### src/rtl/axi_ar_arbiter.sv
// rtl/axi_ar_arbiter.sv - per-target AR arbiter holding the grant until RLAST
// Define AXI_ARB_RR_EN for round-robin arbitration; otherwise lowest index wins.
module axi_ar_arbiter #(
  parameter int REQ_NUM = 4
) (
  input  logic                   AXI_CLK_i,
  input  logic                   AXI_RST_i,
  input  logic [REQ_NUM-1:0]     REQ_VALID_i,
  input  logic [REQ_NUM*49-1:0]  REQ_AR_i,
  output logic [REQ_NUM-1:0]     REQ_POP_o,
  output logic [7:0]             ARID_o,
  output logic [31:0]            ARADDR_o,
  output logic [3:0]             ARLEN_o,
  output logic [2:0]             ARSIZE_o,
  output logic [1:0]             ARBURST_o,
  output logic                   ARVALID_o,
  input  logic                   ARREADY_i,
  input  logic                   RVALID_i,
  input  logic                   RREADY_i,
  input  logic                   RLAST_i,
  output logic [REQ_NUM-1:0]     R_SEL_o,
  output logic                   BUSY_o
);

  localparam int IDX_W = (REQ_NUM > 1) ? $clog2(REQ_NUM) : 1;

  localparam logic [1:0] ST_IDLE = 2'd0;
  localparam logic [1:0] ST_ADDR = 2'd1;
  localparam logic [1:0] ST_DATA = 2'd2;

  logic [1:0]         state;
  logic [REQ_NUM-1:0] grant_q;
  logic [48:0]        ar_q;

  logic               win_any;
  logic [IDX_W-1:0]   win_idx;
  logic [IDX_W-1:0]   cand;
  logic [48:0]        win_ar;

`ifdef AXI_ARB_RR_EN
  logic [IDX_W-1:0]   rr_ptr;
  logic [IDX_W-1:0]   grant_idx;

  // Search begins one past the last granted requester and wraps.
  always_comb begin
    win_any = 1'b0;
    win_idx = '0;
    cand    = '0;
    for (int i = 1; i <= REQ_NUM; i++) begin
      cand = IDX_W'((int'(rr_ptr) + i) % REQ_NUM);
      if (!win_any && REQ_VALID_i[cand]) begin
        win_any = 1'b1;
        win_idx = cand;
      end
    end
  end
`else
  // Descending scan so the lowest requesting index is the last to assign.
  always_comb begin
    win_any = 1'b0;
    win_idx = '0;
    cand    = '0;
    for (int i = REQ_NUM - 1; i >= 0; i--) begin
      cand = IDX_W'(i);
      if (REQ_VALID_i[cand]) begin
        win_any = 1'b1;
        win_idx = cand;
      end
    end
  end
`endif

  always_comb begin
    win_ar = '0;
    for (int k = 0; k < REQ_NUM; k++) begin
      if (IDX_W'(k) == win_idx) begin
        win_ar = REQ_AR_i[k*49 +: 49];
      end
    end
  end

  always_ff @(posedge AXI_CLK_i) begin
    if (AXI_RST_i) begin
      state   <= ST_IDLE;
      grant_q <= '0;
      ar_q    <= '0;
`ifdef AXI_ARB_RR_EN
      rr_ptr    <= IDX_W'(REQ_NUM - 1);
      grant_idx <= '0;
`endif
    end else begin
      case (state)
        ST_IDLE: begin
          if (win_any) begin
            state   <= ST_ADDR;
            grant_q <= REQ_NUM'(1) << win_idx;
            ar_q    <= win_ar;
`ifdef AXI_ARB_RR_EN
            grant_idx <= win_idx;
`endif
          end
        end
        ST_ADDR: begin
          if (ARREADY_i) begin
            state <= ST_DATA;
`ifdef AXI_ARB_RR_EN
            rr_ptr <= grant_idx;
`endif
          end
        end
        ST_DATA: begin
          if (RVALID_i && RREADY_i && RLAST_i) begin
            state <= ST_IDLE;
          end
        end
        default: state <= ST_IDLE;
      endcase
    end
  end

  // Payload is already packed {id, addr, len, size, burst} upstream.
  assign {ARID_o, ARADDR_o, ARLEN_o, ARSIZE_o, ARBURST_o} = ar_q;

  assign ARVALID_o = (state == ST_ADDR);
  assign BUSY_o    = (state != ST_IDLE);
  assign R_SEL_o   = (state == ST_DATA) ? grant_q : '0;
  // Reset wins over a coincident handshake so an abandoned request is never popped.
  assign REQ_POP_o = ((state == ST_ADDR) && ARREADY_i && !AXI_RST_i) ? grant_q : '0;

endmodule
### config.mk
export PLATFORM = sky130hd
export DESIGN_NAME = axi_ar_arbiter
export DESIGN_NICKNAME = d
export VERILOG_FILES = /design/src/rtl/axi_ar_arbiter.sv
export SDC_FILE = /design/constraint.sdc
export NUM_CORES = 1
export LEC_CHECK = 0
export ABC_AREA = 1
export ABC_CLOCK_PERIOD_IN_PS = 1300
export CORE_ASPECT_RATIO = 0.75
export CORE_MARGIN = 10
export CORE_UTILIZATION = 32
export DETAILED_ROUTE_END_ITERATION = 8
export PLACE_DENSITY = 0.77
export SYNTH_ARGS = -nofsm -noshare
export SYNTH_HDL_FRONTEND = slang
export SYNTH_SLANG_ARGS = --single-unit
### constraint.sdc
create_clock -name AXI_CLK_i -period 1.3 [get_ports AXI_CLK_i]
set_input_delay 0.195 -clock AXI_CLK_i [delete_from_list [all_inputs] [get_ports AXI_CLK_i]]
set_output_delay 0.195 -clock AXI_CLK_i [all_outputs]
set_load 0.02 [all_outputs]
==> impl_metrics.yaml <==
clocking:
  clk_path_buf_depth: 2
  cts-root-buf: "clkbuf_16"
  postCtsHoldBufs: 0
  insertion_delay_ns: 0.30
  htreeDepth: 2
  numCtsBuffers: 5
  cts_num_sinks: 55
  path_clk_slew_ns: 0.07
  cts_tree: "done"
job:
  cap_violations: 0
sta:
  fin_setup_tns_ns: -9.989
  hold-worst-slack_ns: 0.4608
  post-route-period-util_pct: 119.1
  fin_crit_ns: 1.548
  setup_viol: 63
  relSlewSlack_pct: 51.75
  finalWorstSetupSlack_ns: -0.2479
  drv_slew: 0
  rsz0062_at_grt: "true"
  fmax_ghz: 0.6460
  worst_slew_pin_slew_ns: 0.7238
  fin_skew_ns: 0.006644
  hold_viol: 0
place:
  hpwl_um: 14050
  io_buffers: 264
  dpl.cell_count: 1092
  place_congestion: 0.8478
worst_setup_path:
  crit_arrival_ns: 1.78
  cp-start-kind: "flip-flop"
  r2r_end: "ar_q[36]"
  r2r_slack_ns: -0.25
  worst-setup-path-type: "flip-flop to flip-flop"
  reg2regPathDepth: 9
  reg2reg_from: "state[1]"
  cp-end-kind: "flip-flop"
  path_max_fanout: 4
  cp.required_ns: 1.53
power:
  total_power_uw: 6539
  power_density_mw_per_mm2: 824.5
  p_leak_uw: 0.003481
  vdd_drop_max_mv: 0.5990
finish:
  fin_util_pct: 68.29
  fin_nets: 1170
  drive_gt1_share_pct: 21.04
  final_cells: 1128
  areaGrowthSynthToFinish_pct: 107.8
  n_fill_cell: 1025
global_routing:
  grt_pass1_wl_um: 30420
  gr-total-overflow: 0
  grt_max_degree: 56
  grt_usage_pct: 22.70
  antenna_found_initial: 2
  grt_pass1_vias: 5451
synthesis:
  synth_cell_types: 19
  netlist_area_mm2: 0.003817
  syn_inst: 674
  synthSimpleGateAreaFrac_pct: 49.56
  avgSynthCellArea_um2: 5.664
  ys_seq_area_share_pct: 28.84
  synth_xor_area_share_pct: 0
  synth.ff_latch_count: 55
  synth_top_family_by_area: "simple AND/OR/NAND/NOR gates"
  synthMuxAreaShare_pct: 0
  synthAdderAreaFrac_pct: 0
  synth_nets: 880
  synth_compound_area_share_pct: 10.91
  ys.warnings.count: 0
route:
  vias: 5565
  drt-met1-wl_um: 8681
  wirelength_um: 20310
  first_iter_violations: 334
  top_layer: "met5"
  drc: 0
  met2_length_um: 9316
  wl_met3_um: 2013
  ant_nets: 0
  drtPass1Iterations: 4
  via_per_inst: 4.934
  wire_per_inst_um: 18.01
run_status:
  failed_checks: "negative setup slack"
  status: "complete, but fails checks"
die:
  start_util_pct: 32.87
  io_pins: 265
  die_y_um: 114.6
  rows: 34
  coreArea_mm2: 0.01161
  die_w_um: 146.1
  die-area_mm2: 0.01674
hold_path:
  worstHoldPathCells: 2
  hold_end: "ar_q[3]"
  min_from: "ar_q[3]"
  holdCritPathClass: "flip-flop to flip-flop"
-- report_power, final --
group | internal, uW | leakage, uW | switching, uW
Sequential | 1860 | 0.000453 | 93.3
Combinational | 1700 | 0.00296 | 1530
Clock | 716 | 0.0000679 | 635
Total | 4280 | 0.00348 | 2260
-- area by class of cell --
class                   count  area, um2  share of cell area [%]
clock buffers               7      132.6                   1.672
clock inverters             1      5.005                 0.06310
flip-flops and latches     55       1106                   13.95
diodes                      1      2.502                 0.03155
multi-input cells         530       2796                   35.26
inverters                  37      143.9                   1.814
well taps                 162      202.7                   2.556
repair buffers            335       3542                   44.66
-- kinds of logic after synthesis --
logic type             after synthesis
flip-flops                          55
AO/OA/AOI/OAI                       82
buffers and inverters               91
AND/OR/NAND/NOR                    446
-- per-layer routing --
layer,vias to the layer above,global-route usage (%)
met5,-,0
li1,2768,-
met3,29,8.333
met1,2499,27.35
met4,2,4.059
met2,267,38.42
-- cell usage in the layout (no fill, tap or decap), types with 2 or more instances in the layout --
| cell | synthesis | routed |
|---|---|---|
| inv_2 | 2 | 2 |
| buf_12 | 0 | 14 |
| buf_6 | 5 | 20 |
| inv_4 | 0 | 2 |
| nor2_1 | 134 | 73 |
| buf_16 | 0 | 8 |
| dfxtp_1 | 55 | 53 |
| a21oi_1 | 80 | 59 |
| buf_8 | 0 | 4 |
| clkbuf_16 | 0 | 5 |
| buf_4 | 1 | 33 |
| inv_1 | 35 | 33 |
| nand3_1 | 149 | 149 |
| nand2_4 | 0 | 2 |
| nand2_8 | 0 | 3 |
| buf_2 | 20 | 2 |
| nand2_1 | 156 | 140 |
| nor2_4 | 2 | 28 |
| clkdlybuf4s50_1 | 0 | 200 |
| nand2_2 | 2 | 15 |
| nor2_2 | 1 | 36 |
| clkbuf_1 | 27 | 2 |
| a21oi_2 | 0 | 21 |
| dlygate4sd2_1 | 0 | 53 |
-- registers in the layout, summed over array words and instances, names as in the netlist --
name / flops
state: 2
grant_q: 4
ar_q: 49
-- critical path: stages, from the launching register on --
cell,delay [ns]
dfxtp_4,0.36
buf_6,0.12
nor2_4,0.13
buf_8,0.15
nand3_4,0.14
buf_6,0.17
buf_16,0.13
nor2_2,0.08
nand2_1,0.07
a21oi_2,0.13
-- cells in the mapped netlist (all sizes together) --
| library cell | instances | share of area [%] |
|---|---|---|
| nand3 | 150 | 20 |
| nand2 | 158 | 16 |
| nor2 | 137 | 14 |
| o21ai | 1 | 0.23 |
| or2 | 1 | 0.16 |
| dfxtp | 55 | 29 |
| clkbuf | 27 | 2.7 |
| a211oi | 1 | 0.20 |
| a21oi | 80 | 10 |
| inv | 37 | 3.6 |
| buf | 27 | 4.4 |
-- timing repair --
item	CTS	global route
pin swaps	28	32
gates resized for setup	192	75
buffers inserted	10	4
endpoints found under the setup margin	113	62
cloned	15	0
-- metrics by stage --
stage | worst slack [ns] | cell area [um2]
4_1_cts | -0.2569 | 7656
3_5_place_dp | -0.6432 | 6907
5_1_grt | -0.3078 | 7929
2_1_floorplan | 0.02217 | 3860
6_report | -0.2479 | 7931
3_3_place_gp | -0.6062 | 6907
-- worst max path at each step --
stage                          from      endpoint
after CTS                  state[0]  REQ_POP_o[0]
after global routing       state[1]      ar_q[36]
final                      state[1]      ar_q[36]
after floorplan            state[0]  REQ_POP_o[0]
after global placement    ARREADY_i  REQ_POP_o[2]
after detailed placement  ARREADY_i  REQ_POP_o[0]
(Power assumes the default switching activity.)
